<file path="src/rtl/edge_event_arbiter.sv">
// edge_event_arbiter
//   Debounces NUM_INPUTS raw asynchronous inputs and turns filtered level
//   changes into edge events. Events are held per channel as pending and are
//   presented one at a time through a registered valid/ready output. Pending
//   channels are granted round-robin.
//
// Ports
//   clk          rising-edge clock
//   rst_n        asynchronous active-low reset
//   in           raw, possibly bouncing inputs (one bit per channel)
//   level        filtered level per channel
//   evt_valid    the output event register holds an event
//   evt_ready    consumer accepts the presented event
//   evt_index    channel of the presented event
//   evt_rising   1 = rising edge, 0 = falling edge
//   overrun      sticky per-channel flag: an edge replaced an unserved event
//   overrun_clr  per-channel single-cycle clear strobes
//   evt_time     (EDGE_EVENT_TIMESTAMP_EN only) cycle stamp of the event
//
// Build option
//   EDGE_EVENT_TIMESTAMP_EN: adds a free-running 16-bit cycle counter,
//   per-channel timestamp capture and the evt_time output.
module edge_event_arbiter #(
  parameter int unsigned NUM_INPUTS   = 4,
  parameter int unsigned FILTER_WIDTH = 8
) (
  input  logic                          clk,
  input  logic                          rst_n,
  input  logic [NUM_INPUTS-1:0]         in,
  output logic [NUM_INPUTS-1:0]         level,
  output logic                          evt_valid,
  input  logic                          evt_ready,
  output logic [$clog2(NUM_INPUTS)-1:0] evt_index,
  output logic                          evt_rising,
  output logic [NUM_INPUTS-1:0]         overrun,
  input  logic [NUM_INPUTS-1:0]         overrun_clr
`ifdef EDGE_EVENT_TIMESTAMP_EN
  ,
  output logic [15:0]                   evt_time
`endif
);

  localparam int unsigned IDX_W = $clog2(NUM_INPUTS);
  localparam logic [IDX_W-1:0] LAST_IDX = IDX_W'(NUM_INPUTS - 1);

  typedef enum logic {
    ST_EMPTY = 1'b0,
    ST_FULL  = 1'b1
  } out_state_e;

  logic [NUM_INPUTS-1:0]                   sync1_q;
  logic [NUM_INPUTS-1:0]                   sync2_q;
  logic [NUM_INPUTS-1:0][FILTER_WIDTH-1:0] shift_q;
  logic [NUM_INPUTS-1:0][FILTER_WIDTH-1:0] shift_nxt;
  logic [NUM_INPUTS-1:0]                   shift_msb_unused;
  logic [NUM_INPUTS-1:0]                   level_nxt;
  logic [NUM_INPUTS-1:0]                   level_prev_q;
  logic [NUM_INPUTS-1:0]                   chg;
  logic [NUM_INPUTS-1:0]                   pending_q;
  logic [NUM_INPUTS-1:0]                   pending_nxt;
  logic [NUM_INPUTS-1:0]                   pol_q;
  logic [NUM_INPUTS-1:0]                   pol_nxt;
  logic [NUM_INPUTS-1:0]                   ovr_set;
  logic [IDX_W-1:0]                        rr_ptr_q;
  logic [IDX_W-1:0]                        rr_ptr_nxt;
  logic [IDX_W-1:0]                        sel_idx;
  logic                                    sel_found;
  logic                                    load;
  out_state_e                              state_q;
  out_state_e                              state_nxt;

  // Two-flop synchronizer per channel.
  always_ff @(posedge clk or negedge rst_n) begin
    if (!rst_n) begin
      sync1_q <= '0;
      sync2_q <= '0;
    end else begin
      sync1_q <= in;
      sync2_q <= sync1_q;
    end
  end

  // Filter: the level follows only when the shift register, as it stands
  // after this clock's shift, holds FILTER_WIDTH equal samples. Evaluating the
  // post-shift contents makes the level move in the same clock the last
  // matching sample enters, so the oldest stored sample is never consulted.
  always_comb begin
    shift_nxt        = shift_q;
    level_nxt        = level;
    shift_msb_unused = '0;
    for (int i = 0; i < int'(NUM_INPUTS); i++) begin
      shift_msb_unused[i] = shift_q[i][FILTER_WIDTH-1];
      shift_nxt[i]        = {shift_q[i][FILTER_WIDTH-2:0], sync2_q[i]};
      if (&shift_nxt[i]) begin
        level_nxt[i] = 1'b1;
      end else if (~|shift_nxt[i]) begin
        level_nxt[i] = 1'b0;
      end
    end
  end

  always_ff @(posedge clk or negedge rst_n) begin
    if (!rst_n) begin
      shift_q      <= '0;
      level        <= '0;
      level_prev_q <= '0;
    end else begin
      shift_q      <= shift_nxt;
      level        <= level_nxt;
      level_prev_q <= level;
    end
  end

  // A level change seen one clock after it happened.
  assign chg = level ^ level_prev_q;

  // Round-robin search upward from the pointer, wrapping at NUM_INPUTS.
  always_comb begin
    int unsigned cand;
    cand      = 0;
    sel_found = 1'b0;
    sel_idx   = '0;
    for (int k = 0; k < int'(NUM_INPUTS); k++) begin
      cand = 32'(rr_ptr_q) + 32'(k);
      if (cand >= NUM_INPUTS) begin
        cand = cand - NUM_INPUTS;
      end
      if (!sel_found && pending_q[cand[IDX_W-1:0]]) begin
        sel_found = 1'b1;
        sel_idx   = cand[IDX_W-1:0];
      end
    end
  end

  // Output register state: a load happens whenever the register is empty or
  // being consumed this clock and some channel is pending.
  always_comb begin
    state_nxt = state_q;
    load      = 1'b0;
    case (state_q)
      ST_EMPTY: begin
        if (sel_found) begin
          load      = 1'b1;
          state_nxt = ST_FULL;
        end
      end
      ST_FULL: begin
        if (evt_ready) begin
          if (sel_found) begin
            load = 1'b1;
          end else begin
            state_nxt = ST_EMPTY;
          end
        end
      end
      default: state_nxt = ST_EMPTY;
    endcase
  end

  // Pending bookkeeping. An edge on a channel that is being loaded this clock
  // re-arms it without overrun; an edge on a channel still waiting replaces
  // its polarity and flags overrun.
  always_comb begin
    pending_nxt = pending_q;
    pol_nxt     = pol_q;
    ovr_set     = '0;
    rr_ptr_nxt  = rr_ptr_q;
    if (load) begin
      pending_nxt[sel_idx] = 1'b0;
      rr_ptr_nxt           = (sel_idx == LAST_IDX) ? '0 : sel_idx + IDX_W'(1);
    end
    for (int i = 0; i < int'(NUM_INPUTS); i++) begin
      if (chg[i]) begin
        if (pending_q[i] && !(load && (sel_idx == IDX_W'(i)))) begin
          ovr_set[i] = 1'b1;
        end
        pending_nxt[i] = 1'b1;
        pol_nxt[i]     = level[i];
      end
    end
  end

  always_ff @(posedge clk or negedge rst_n) begin
    if (!rst_n) begin
      state_q    <= ST_EMPTY;
      pending_q  <= '0;
      pol_q      <= '0;
      rr_ptr_q   <= '0;
      overrun    <= '0;
      evt_index  <= '0;
      evt_rising <= 1'b0;
    end else begin
      state_q   <= state_nxt;
      pending_q <= pending_nxt;
      pol_q     <= pol_nxt;
      rr_ptr_q  <= rr_ptr_nxt;
      // Set beats a simultaneous clear.
      overrun   <= (overrun & ~overrun_clr) | ovr_set;
      if (load) begin
        evt_index  <= sel_idx;
        evt_rising <= pol_q[sel_idx];
      end
    end
  end

  assign evt_valid = (state_q == ST_FULL);

`ifdef EDGE_EVENT_TIMESTAMP_EN
  localparam int unsigned TS_W = 16;

  logic [TS_W-1:0]                 ts_cnt_q;
  logic [NUM_INPUTS-1:0][TS_W-1:0] ts_q;

  // Free-running stamp counter; each edge (new or overwriting) re-stamps its
  // channel, and the stamp travels with the event into the output register.
  always_ff @(posedge clk or negedge rst_n) begin
    if (!rst_n) begin
      ts_cnt_q <= '0;
      ts_q     <= '0;
      evt_time <= '0;
    end else begin
      ts_cnt_q <= ts_cnt_q + TS_W'(1);
      for (int i = 0; i < int'(NUM_INPUTS); i++) begin
        if (chg[i]) begin
          ts_q[i] <= ts_cnt_q;
        end
      end
      if (load) begin
        evt_time <= ts_q[sel_idx];
      end
    end
  end
`endif

endmodule

</file>
<file path="config.mk">
export PLATFORM = sky130hd
export DESIGN_NAME = edge_event_arbiter
export DESIGN_NICKNAME = d
export VERILOG_FILES = /design/src/rtl/edge_event_arbiter.sv
export SDC_FILE = /design/constraint.sdc
export NUM_CORES = 1
export LEC_CHECK = 0
export BUFFER_PORTS_ARGS = -buffer_cell sky130_fd_sc_hd__buf_2
export CAP_MARGIN = 0
export CORE_UTILIZATION = 50
export DETAILED_ROUTE_END_ITERATION = 6
export PLACE_DENSITY = 0.71
export SLEW_MARGIN = 20
export SYNTH_ARGS = -nofsm -noshare
export SYNTH_HDL_FRONTEND = slang
export SYNTH_SLANG_ARGS = --single-unit
export TNS_END_PERCENT = 5
</file>
<file path="constraint.sdc">
create_clock -name clk -period 2.2 [get_ports clk]
set_clock_uncertainty 0.05 [all_clocks]
set_input_delay 0.22 -clock clk [delete_from_list [all_inputs] [get_ports clk]]
set_output_delay 0.22 -clock clk [all_outputs]
set_load 0.01 [all_outputs]
</file>
## Yosys cells after proc, flatten, opt, wreduce, memory -nomap -nowiden

Cells that the tools add are included.

- Word-level logic and storage cells: 139
- Output and inout port bits: 12
- Bits in latches: 0
- Bits in writable memories: 0
- Register bits: 62
- Input bits: 11
- Memory bits (read-only): 0
- Memories kept: 0

- Bitwise gates (word level): 7
- Reduce and logical (&&, ||, !) cells: 32
- Equal/unequal tests: 7
- Multiplexer cells: 51
- Multipliers: 0
- Div/mod/pow operators: 0
- Add/subtract/negate cells: 8
- Order comparisons: 10
- Shift operators: 0

Operator list:

| operator | number |
|---|---|
| $mux W1 | 33 |
| $reduce_and A8 Y1 | 4 |
| $reduce_or A8 Y1 | 4 |
| $mux W2 | 9 |
| $lt A2 B3 Y1 const B | 5 |
| $logic_and A1 B1 Y1 | 12 |
| $bmux W1 S2 | 5 |
| $ge A3 B3 Y1 const B | 3 |
| $and A4 B4 Y4 | 2 |
| $ne A2 B2 Y1 const B | 4 |
| $not A4 Y4 | 2 |
| $reduce_bool A2 Y1 | 4 |
| $sub A2 B1 Y2 const B | 4 |
| $logic_not A1 Y1 | 7 |
| $add A2 B2 Y3 const B | 2 |
| $eq A2 B2 Y1 const B | 2 |
| $mux W4 | 1 |
| $or A4 B4 Y4 | 1 |
| $pmux W1 S2 | 2 |
| $xor A4 B4 Y4 | 1 |
| $add A2 B1 Y3 const B | 1 |
| $ge A2 B3 Y1 const B | 1 |
| $add A2 B1 Y2 const B | 1 |
| $demux W1 S2 | 1 |
| 4 further kinds | 4 |

## Longest topological paths before layout

Gate-level depths: netlist of run 1.

- Word-level depth: 23
- Gate-level depth with buffers: 8
- Depth with buffers taken out: 8

## Worst setup path after synthesis of run 1

No wires, ideal clock.

- Path type: reg-to-reg
- Start: reg pending_q[2]
- End: reg rr_ptr_q[1]
- Setup time: 0.125 ns
- Required time: 2.025 ns
- Path slack: 0.268 ns
- Cell stages (with the launch flop): 7
- Arrival: 1.757 ns
- Clock period less this slack: 1.932 ns
- Path buffers: 0
- Cell sequence: dfrtp_1 > nor2b_1 > or4b_4 > and2_4 > inv_1 > ha_1 > mux2_2

- Elaborated cells between the ends (all ways): 28
- Classes of those cells: 1 x add/sub; 1 x eq/ne; 20 x mux; 6 x reduce/logical

RTL lines:

| element | RTL line | text |
|---|---|---|
| from (decl) | 59 | `logic [NUM_INPUTS-1:0] pending_q;` |
| from (signal assigned) | 194 | `pending_q <= pending_nxt;` |
| $bmux W1 S2 | 128 | `if (!sel_found && pending_q[cand[IDX_W-1:0]]) begin` |
| $mux W1 (not written as such) | 128 |  |
| $mux W1 | 128 |  |
| $logic_not A1 Y1 | 128 |  |
| $logic_and A1 B1 Y1 | 128 |  |
| $mux W1 | 128 |  |
| $logic_not A1 Y1 | 128 |  |
| $logic_and A1 B1 Y1 | 128 |  |
| $mux W1 | 128 |  |
| $logic_not A1 Y1 | 128 |  |
| $logic_and A1 B1 Y1 | 128 |  |
| $mux W2 (*) | 128 |  |
| named net sel_idx[0] | 66 | `logic [IDX_W-1:0] sel_idx;` |
| $add A2 B1 Y2 / $eq A2 B2 Y1 (equally long branches) | 170 | `rr_ptr_nxt = (sel_idx == LAST_IDX) ? '0 : sel_idx + IDX_W'(1);` |
| $mux W2 (*) | 170 |  |
| to (signal assigned) | 196 | `rr_ptr_q <= rr_ptr_nxt;` |
| to (decl) | 64 | `logic [IDX_W-1:0] rr_ptr_q;` |

The timed path passes the listed nets; every way through them passes the cells marked *. The select of a mux whose other input is x is not followed.
A chain may end at the register's enable or synchronous reset.

## Worst setup path in the final report of run 1

Ends and elaborated chain as after synthesis.

==> flow_metrics.py, run 1 <==
metrics = {
    "global_route": {
        "grt-ovfl-total": 0,
        "antenna_found_initial": 0,
        "grt_usage_pct": 20.11,
        "grt_pass1_wl_um": 6320,
        "grt_pass1_vias": 1413,
        "grt_max_degree": 38,
    },
    "timing": {
        "finalWorstSetupSlack_ps": 139.0,
        "fin_crit_sh_pct": 93.68,
        "fmax_mhz": 485.2,
        "drv_slew": 0,
        "max-slew-margin-rel_pct": 46.91,
        "min_period_ps": 2061,
        "setup_viol": 0,
        "rsz0062_at_grt": "no",
        "finalHoldViolations": 0,
        "tns_ps": 0,
        "tightest_slew_ps": 796.3,
    },
    "route": {
        "drt-wirelength-per-cell_um": 14.17,
        "drtAntennaViolNets": 0,
        "drtIter0Drc": 65,
        "drc": 0,
        "firstDrtPassIters": 4,
        "via_per_inst": 5.398,
        "num_vias": 1398,
        "drt_wl_total_um": 3671,
    },
    "placement": {
        "place_congestion": 0.7815,
        "dp_slack_ps": 164.0,
        "hpwl_um": 2499,
        "portBuffers": 22,
    },
    "setup_path": {
        "required_ps": 2360,
        "cpMaxStageDelayCell": "or4b_4",
        "worstSetupPathDepth": 6,
        "crit_path_cell_trace": "nor2b_1, or4b_4, and2_4, inv_1, ha_1, mux2_2",
        "start_kind": "flop",
        "cp.buffers_inverters": 1,
        "crit_path_max_fanout": 6,
        "crit_path_max_incr_delay_ps": 540,
        "cp.arrival_ps": 2220,
        "critPathCaptureType": "flop",
        "path_class": "flop to flop",
        "critPathTopFamily": "simple AND/OR/NAND/NOR gates",
        "r2r_cells": 6,
    },
    "logic_synthesis": {
        "synth_async_sr_flop_share_pct": 100.0,
        "yosysMostFrequentCell": "dfrtp_1",
        "synth_top_cell_by_area": "dfrtp_1",
        "synth_common_cells": "dfrtp_1 (62), nand2_1 (18), o21ai_0 (11), nor2_1 (10), inv_1 (9)",
        "syn_area_um2": 2182,
        "postSynthCellCount": 166,
        "ys_seq_area_share_pct": 71.10,
        "synthFlopType": "dfrtp_1",
        "syn-num-nets": 181,
        "synth.distinct_cells": 31,
        "synth_area_per_cell_um2": 13.15,
        "synth_top_area_share_pct": 71.10,
        "yosys_warnings": 0,
        "synth-edff-count": 0,
        "synth_area_leaders": "dfrtp_1 (71%), nand2_1 (3.1%), o21ai_0 (2.5%)",
        "synth.ff_latch_count": 62,
    },
    "die": {
        "start_util_pct": 53.40,
        "fp.dieH_um": 68.06,
        "core-area_um2": 4086,
        "io_pins": 23,
        "die-area_um2": 4632,
        "fp.dieW_um": 68.06,
        "row_count": 23,
    },
    "clock_tree": {
        "cts_buffers": 9,
        "cts.sink_count": 62,
        "post-cts-setup-buffers": 0,
        "h-tree-depth": 3,
        "cts_tree": "built",
        "clockBufferDepth": 2,
        "cts_root_buf": "clkbuf_8",
        "clk_pin_slew_worst_paths_ps": 70,
        "clk_latency_ps": 320,
    },
    "run_status": {
        "run_status": "completed",
    },
    "layout": {
        "area_delta_synth_final_pct": 18.12,
        "nets": 221,
        "diodes": 0,
        "layout-drive-gt1-share_pct": 21.05,
    },
    "hold_path": {
        "hold_class": "input pin to flop",
        "min_path_cells": 2,
    },
    "power_and_ir_drop": {
        "power_density_nw_per_um2": 1177,
        "ir_worst_vdd_uv": 668.1,
        "power.leakage_nw": 1.167,
    },
    "job": {
        "drv_cap": 0,
    },
}
[timing repair]
item | CTS | global route
resized for setup | 0 | 0
endpoints found under the hold margin | 39 | 1
hold buffers | 5 | 1
[power breakdown]
group	leakage, nW	switching (W)	internal [W]
Combinational	0.372	0.000428	0.000351
Sequential	0.713	0.000140	0.00130
Clock	0.0821	0.000390	0.000424
Total	1.17	0.000958	0.00208
[state kept, by name (all words and copies together), names as in the netlist, 2 cells and up]
name / count
sync2_q: 4
rr_ptr_q: 2
pol_q: 4
level: 4
shift_nxt: 28
overrun: 4
level_prev_q: 4
sync1_q: 4
evt_index: 2
pending_q: 4
[cells in the final DEF, fill, tap and decap left out, types with 2 or more instances in the layout]
| cell | instances |
|---|---|
| o21ai_0 | 11 |
| inv_1 | 9 |
| a21o_1 | 2 |
| a21oi_1 | 3 |
| buf_4 | 2 |
| nand3_1 | 7 |
| dlygate4sd3_1 | 6 |
| clkbuf_1 | 2 |
| o22ai_1 | 4 |
| dfrtp_1 | 62 |
| nand4_1 | 4 |
| nor2b_1 | 3 |
| xnor2_1 | 4 |
| nor2_1 | 10 |
| ha_1 | 4 |
| nand2_1 | 18 |
| clkbuf_8 | 10 |
| clkinv_2 | 2 |
| or4_1 | 4 |
| o41ai_1 | 4 |
| mux2_2 | 2 |
| buf_2 | 22 |
[through the flow]
stage               power (W)  cells  cell area [um2]  utilization [%]  hold WS (ps)
CTS                  0.003063    258             2567            62.83         4.310
global route         0.003249    259             2577            63.07         14.70
global placement     0.002178    239             2362            57.81         275.8
detailed placement   0.002233    239             2362            57.81         279.3
floorplan            0.002000    166             2182                -        -125.6
finish               0.003035    259             2577            63.07         27.28
[layer usage]
layer  GRT usage [%]  wire length [um]  up-vias
li1                -                 -      656
met3           8.833               169        9
met2           29.04              1745       37
met5               0                 0        -
met1           24.86              1679      696
met4           11.98                76        0
[cell type report]
type	count	area, um2
multi-input cells	94	589.3
flip-flops and latches	62	1551
inverters	9	33.78
repair buffers	30	185.2
fillers	326	1509
clock buffers	12	145.1
well taps	50	62.56
clock inverters	2	10.01
[logic make-up after synthesis]
family	Yosys count	synth area share [%]
AO/OA/AOI/OAI	31	9.288
XOR/XNOR	4	1.605
adder cells (fa/ha/maj)	4	2.294
buffers and inverters	10	1.892
flip-flops	62	71.10
multiplexers	3	1.491
AND/OR/NAND/NOR	52	12.33
[final timing paths]
check | from | slack (ps) | endpoint
worst min-delay path | overrun_clr[1] | 30 | overrun[1]
max in group asynchronous | rst_n | 930 | shift_nxt[28]
worst max-delay path | pending_q[2] | 140 | rr_ptr_q[1]
worst min register to register | sync1_q[1] | 300 | sync2_q[1]
worst max register to register | pending_q[2] | 140 | rr_ptr_q[1]
min in group asynchronous | rst_n | 460 | evt_rising
(Power assumes the default switching activity.)
==> run 2: changes to the inputs <==
--- a/config.mk
+++ b/config.mk
@@ -7,8 +7,11 @@
 export LEC_CHECK = 0
 export BUFFER_PORTS_ARGS = -buffer_cell sky130_fd_sc_hd__buf_2
 export CAP_MARGIN = 0
+export CORE_MARGIN = 4
 export CORE_UTILIZATION = 50
+export CTS_CLUSTER_DIAMETER = 60
 export DETAILED_ROUTE_END_ITERATION = 6
+export HOLD_SLACK_MARGIN = 0.08
 export PLACE_DENSITY = 0.71
 export SLEW_MARGIN = 20
 export SYNTH_ARGS = -nofsm -noshare
==> flow_metrics.py, run 2 (synthesized netlist as in run 1, its figures left out) <==
metrics = {
    "global_route": {
        "grt_usage_pct": 16.58,
        "grt-ovfl-total": 0,
        "grt_pass1_wl_um": 6596,
        "grt_pass1_vias": 1467,
        "grt_max_degree": 63,
        "antenna_found_initial": 0,
    },
    "die": {
        "fp.dieH_um": 74.06,
        "row_count": 23,
        "core-area_um2": 4115,
        "die-area_um2": 5485,
        "start_util_pct": 53.03,
        "fp.dieW_um": 74.06,
        "io_pins": 23,
    },
    "power_and_ir_drop": {
        "power.switching_w": 0.0009670,
        "power_frac_comb_pct": 23.8,
        "power.leakage_nw": 1.203,
        "p_seq_share_pct": 43.8,
        "clkPwrFrac_pct": 32.3,
        "ir_worst_vdd_uv": 608.7,
        "switching_share_pct": 29.37,
        "p_int_w": 0.002325,
        "power_density_nw_per_um2": 1238,
        "fin_total_pwr_w": 0.003292,
    },
    "layout": {
        "nets": 223,
        "diodes": 0,
        "area_delta_synth_final_pct": 21.90,
        "largest_reg_flops": 28,
        "layout_commonest_cell": "dfrtp_1",
        "layout-drive-gt1-share_pct": 21.13,
        "n_fill_cell": 328,
        "final_area_um2": 2660,
        "layout_common_cells": "dfrtp_1 (62), buf_2 (22), nand2_1 (18)",
        "final_util_pct": 64.64,
    },
    "timing": {
        "setup_viol": 0,
        "max-slew-margin-rel_pct": 51.19,
        "drv_slew": 0,
        "finalWorstSetupSlack_ps": 120.0,
        "finalHoldViolations": 0,
        "fmax_mhz": 480.8,
        "min_period_ps": 2080,
        "tightest_slew_ps": 732.1,
        "fin_crit_sh_pct": 94.55,
        "tns_ps": 0,
        "rsz0062_at_grt": "no",
    },
    "placement": {
        "place_congestion": 0.8029,
        "portBuffers": 22,
        "placedInstanceArea_um2": 2355,
        "dp_slack_ps": 140.2,
        "hpwl_um": 2666,
    },
    "hold_path": {
        "min_path_cells": 3,
        "hold_class": "input pin to flop",
        "holdPathEnd": "evt_valid",
        "hold_start": "evt_ready",
    },
    "setup_path": {
        "path_class": "flop to flop",
        "start_kind": "flop",
        "r2r_setup_slack_ps": 120,
        "crit_path_max_incr_delay_ps": 540,
        "crit_path_cell_trace": "nor2b_1, or4b_4, and2_4, inv_1, ha_1, mux2_2",
        "r2r-start": "pending_q[2]",
        "cp-startpoint": "pending_q[2]",
        "cp.arrival_ps": 2230,
        "cpMaxStageDelayCell": "or4b_4",
        "critPathCaptureType": "flop",
        "r2r_cells": 6,
        "crit_path_max_fanout": 6,
        "required_ps": 2350,
        "r2r_end": "rr_ptr_q[1]",
    },
    "run_status": {
        "run_status": "completed",
    },
    "route": {
        "drt-wirelength-per-cell_um": 14.90,
        "drtAntennaViolNets": 0,
        "drt_wl_total_um": 3920,
        "drtIter0Drc": 107,
        "via_per_inst": 5.316,
        "firstDrtPassIters": 4,
        "num_vias": 1398,
        "drc": 0,
    },
    "clock_tree": {
        "cts_buffers": 9,
        "clockBufferDepth": 2,
        "cts.sink_count": 62,
        "post-cts-setup-buffers": 0,
        "cts_tree": "built",
        "clk_latency_ps": 320,
        "cts_root_buf": "clkbuf_8",
        "h-tree-depth": 3,
        "clk_pin_slew_worst_paths_ps": 70,
    },
    "job": {
        "drv_cap": 0,
    },
}
-- run 2: changes by cell type in the layout (fill, tap and decap cells not counted) --
cell | before | now
dlygate4sd3_1 | 6 | 9
buf_4 | 2 | 1
bufinv_16 | 0 | 2
-- run 2: stage by stage --
step | instances | hold slack (ps)
floorplan | 166 | -125.6
global placement | 238 | 277.7
detailed placement | 238 | 280.3
CTS | 263 | 212.6
global route | 263 | 230.5
finish | 263 | 224.6
-- run 2: final cells by class --
cell class,instances,area (um2),area share (%)
tap,50,62.56,2.352
clock buffer,12,145.1,5.456
multi-input combinational,94,589.3,22.15
clock inverter,4,70.07,2.634
timing repair buffer,32,207.7,7.808
sequential,62,1551,58.33
inverter,9,33.78,1.270
-- run 2: power groups by stage --
stage | sequential [W] | combinational [W] | clock [W]
detailed placement | 0.00146 | 0.000777 | 0
global route | 0.00146 | 0.000889 | 0.00114
floorplan | 0.00144 | 0.000563 | 0
finish | 0.00144 | 0.000785 | 0.00106
CTS | 0.00144 | 0.000794 | 0.00109
global placement | 0.00145 | 0.000734 | 0
-- run 2: how the worst max path moves through the flow --
stage / end / slack (ps) / cells after the start
finish: rr_ptr_q[1] / 120 / 6
global route: rr_ptr_q[1] / 60 / 6
CTS: rr_ptr_q[1] / 130 / 6
detailed placement: rr_ptr_q[1] / 140 / 6
global placement: rr_ptr_q[1] / 230 / 6
floorplan: rr_ptr_q[1] / 270 / 6
-- run 2: timing repair --
action,in CTS,in global routing
resized for setup,0,0
hold buffers,9,0
setup endpoints to repair,0,0
hold endpoints to repair,70,0
-- run 2: per-layer routing --
layer  GRT usage (%)  up-vias  wire length (um)
li1                -      663                 -
met1           19.51      695              1687
met2           27.36       31              2011
met3           4.189        9               137
met4           10.06        0                82
met5               0        -                 0
-- run 2: worst max-delay path: cells and delay by family (launching register included) --
| family | cells | cell delay (ps) |
|---|---|---|
| buffers and inverters | 1 | 80 |
| DFF | 1 | 430 |
| and+or+nand+nor | 3 | 900 |
| muxes | 1 | 260 |
| adders and majority gates | 1 | 230 |
==> run 3: changes to the inputs <==
--- a/config.mk
+++ b/config.mk
@@ -13,6 +13,7 @@
 export DETAILED_ROUTE_END_ITERATION = 6
 export HOLD_SLACK_MARGIN = 0.08
 export PLACE_DENSITY = 0.71
+export SETUP_SLACK_MARGIN = 0.15
 export SLEW_MARGIN = 20
 export SYNTH_ARGS = -nofsm -noshare
 export SYNTH_HDL_FRONTEND = slang
==> flow_metrics.py, run 3 (synthesized netlist as in run 1, its figures left out) <==
metrics = {
    "run_status": {
        "run_status": "completed",
    },
    "layout": {
        "diodes": 0,
        "layout_common_cells": "dfrtp_1 (61), buf_2 (22), nand2_1 (18)",
        "layout_commonest_cell": "dfrtp_1",
        "largest_reg_flops": 28,
        "nets": 225,
        "area_delta_synth_final_pct": 22.65,
        "layout-drive-gt1-share_pct": 22.33,
    },
    "clock_tree": {
        "cts_buffers": 9,
        "h-tree-depth": 3,
        "cts.sink_count": 62,
        "cts_root_buf": "clkbuf_8",
        "clk_latency_ps": 320,
        "clockBufferDepth": 2,
        "clk_pin_slew_worst_paths_ps": 70,
        "cts_tree": "built",
    },
    "setup_path": {
        "critPathTopFamily": "simple AND/OR/NAND/NOR gates",
        "crit_path_max_incr_delay_ps": 500,
        "cp.arrival_ps": 2150,
        "path_class": "flop to flop",
        "crit_path_max_fanout": 5,
        "start_kind": "flop",
        "cp.buffers_inverters": 1,
        "required_ps": 2360,
        "critPathCaptureType": "flop",
        "cpMaxStageDelayCell": "or4b_4",
        "crit_path_cell_trace": "nor2b_1, or4b_4, and2_4, inv_1, ha_1, mux2_2",
    },
    "die": {
        "fp.dieW_um": 74.06,
        "fp.dieH_um": 74.06,
        "core-area_um2": 4115,
        "die-area_um2": 5485,
        "start_util_pct": 53.03,
        "row_count": 23,
        "io_pins": 23,
    },
    "placement": {
        "place_congestion": 0.8029,
        "hpwl_um": 2666,
        "portBuffers": 22,
        "dp_slack_ps": 140.2,
    },
    "timing": {
        "min_period_ps": 1994,
        "tightest_slew_ps": 732.3,
        "whs_ps": 223.5,
        "fmax_mhz": 501.5,
        "fin_crit_sh_pct": 90.64,
        "finalWorstSetupSlack_ps": 205.9,
        "finalHoldViolations": 0,
        "tns_ps": 0,
        "drv_slew": 0,
        "setup_viol": 0,
        "rsz0062_at_grt": "no",
        "max-slew-margin-rel_pct": 51.18,
    },
    "route": {
        "drc": 0,
        "drt-wirelength-per-cell_um": 14.95,
        "drtAntennaViolNets": 0,
        "num_vias": 1404,
        "drt_wl_total_um": 3962,
        "firstDrtPassIters": 4,
        "via_per_inst": 5.298,
        "drtIter0Drc": 97,
    },
    "global_route": {
        "grt-ovfl-total": 0,
        "grt_pass1_wl_um": 6610,
        "grt.met2_usage_pct": 27.46,
        "grt_pass1_vias": 1473,
        "met1_usage_pct": 19.51,
        "grt_busiest_layer": "met2",
        "antenna_found_initial": 0,
        "grt_max_degree": 63,
        "grt_usage_pct": 16.60,
        "grt_util_met3_pct": 4.189,
    },
    "power_and_ir_drop": {
        "ir_worst_vdd_uv": 601.7,
        "power.leakage_nw": 1.212,
        "power_density_nw_per_um2": 1243,
    },
    "job": {
        "drv_cap": 0,
    },
    "hold_path": {
        "hold_class": "input pin to flop",
    },
}
## run 3: worst register-to-register path: stages, from the launching register on
cell,delay (ps)
dfrtp_1,410
nor2b_1,160
or4b_4,500
and2_4,170
inv_1,80
ha_1,230
mux2_2,260
## run 3: area by class of cell
class / count / area [um2]
sequential: 62 / 1553
timing repair buffer: 34 / 222.7
tap: 50 / 62.56
clock inverter: 4 / 70.07
clock buffer: 12 / 145.1
fill: 325 / 1439
inverter: 9 / 33.78
multi-input combinational: 94 / 589.3
## run 3: per-layer routing
layer  up-vias  routed length, um
met5         -                  0
met4         0                 82
met3         9                144
met2        34               2039
met1       695               1696
li1        666                  -
## run 3: stage by stage
stage	total power, W	utilization [%]	std cells	area (um2)
3_3_place_gp	0.002181	57.22	238	2355
2_1_floorplan	0.002000	-	166	2182
4_1_cts	0.003338	64.82	264	2668
6_report	0.003327	65.04	265	2676
5_1_grt	0.003519	65.04	265	2676
3_5_place_dp	0.002238	57.22	238	2355
## run 3: report_power, final
| group | switching, W | internal (W) | leakage (nW) |
|---|---|---|---|
| Combinational | 0.000448 | 0.000379 | 0.390 |
| Clock | 0.000399 | 0.000666 | 0.110 |
| Sequential | 0.000132 | 0.00130 | 0.712 |
| Total | 0.000979 | 0.00235 | 1.21 |
## run 3: path summary, 6_finish.rpt
| path | start | end | slack (ps) | depth (start not counted) |
|---|---|---|---|---|
| max | pending_q[0] | rr_ptr_q[1] | 210 | 6 |
| min | evt_ready | evt_valid | 220 | 3 |
| max reg2reg | pending_q[0] | rr_ptr_q[1] | 210 | 6 |
| min reg2reg | sync1_q[0] | sync2_q[0] | 300 | 0 |
| max in group asynchronous | rst_n | rr_ptr_q[0] | 1070 | 3 |
| min in group asynchronous | rst_n | evt_index[0] | 530 | 3 |
## run 3: what timing repair did
action / 4_1_cts / 5_1_grt
endpoints found under the hold margin: 70 / 0
setup buffers: 1 / 1
hold buffers: 9 / 0
pin swaps: 0 / 1
setup endpoints to repair: 1 / 2
gates resized for setup: 0 / 1
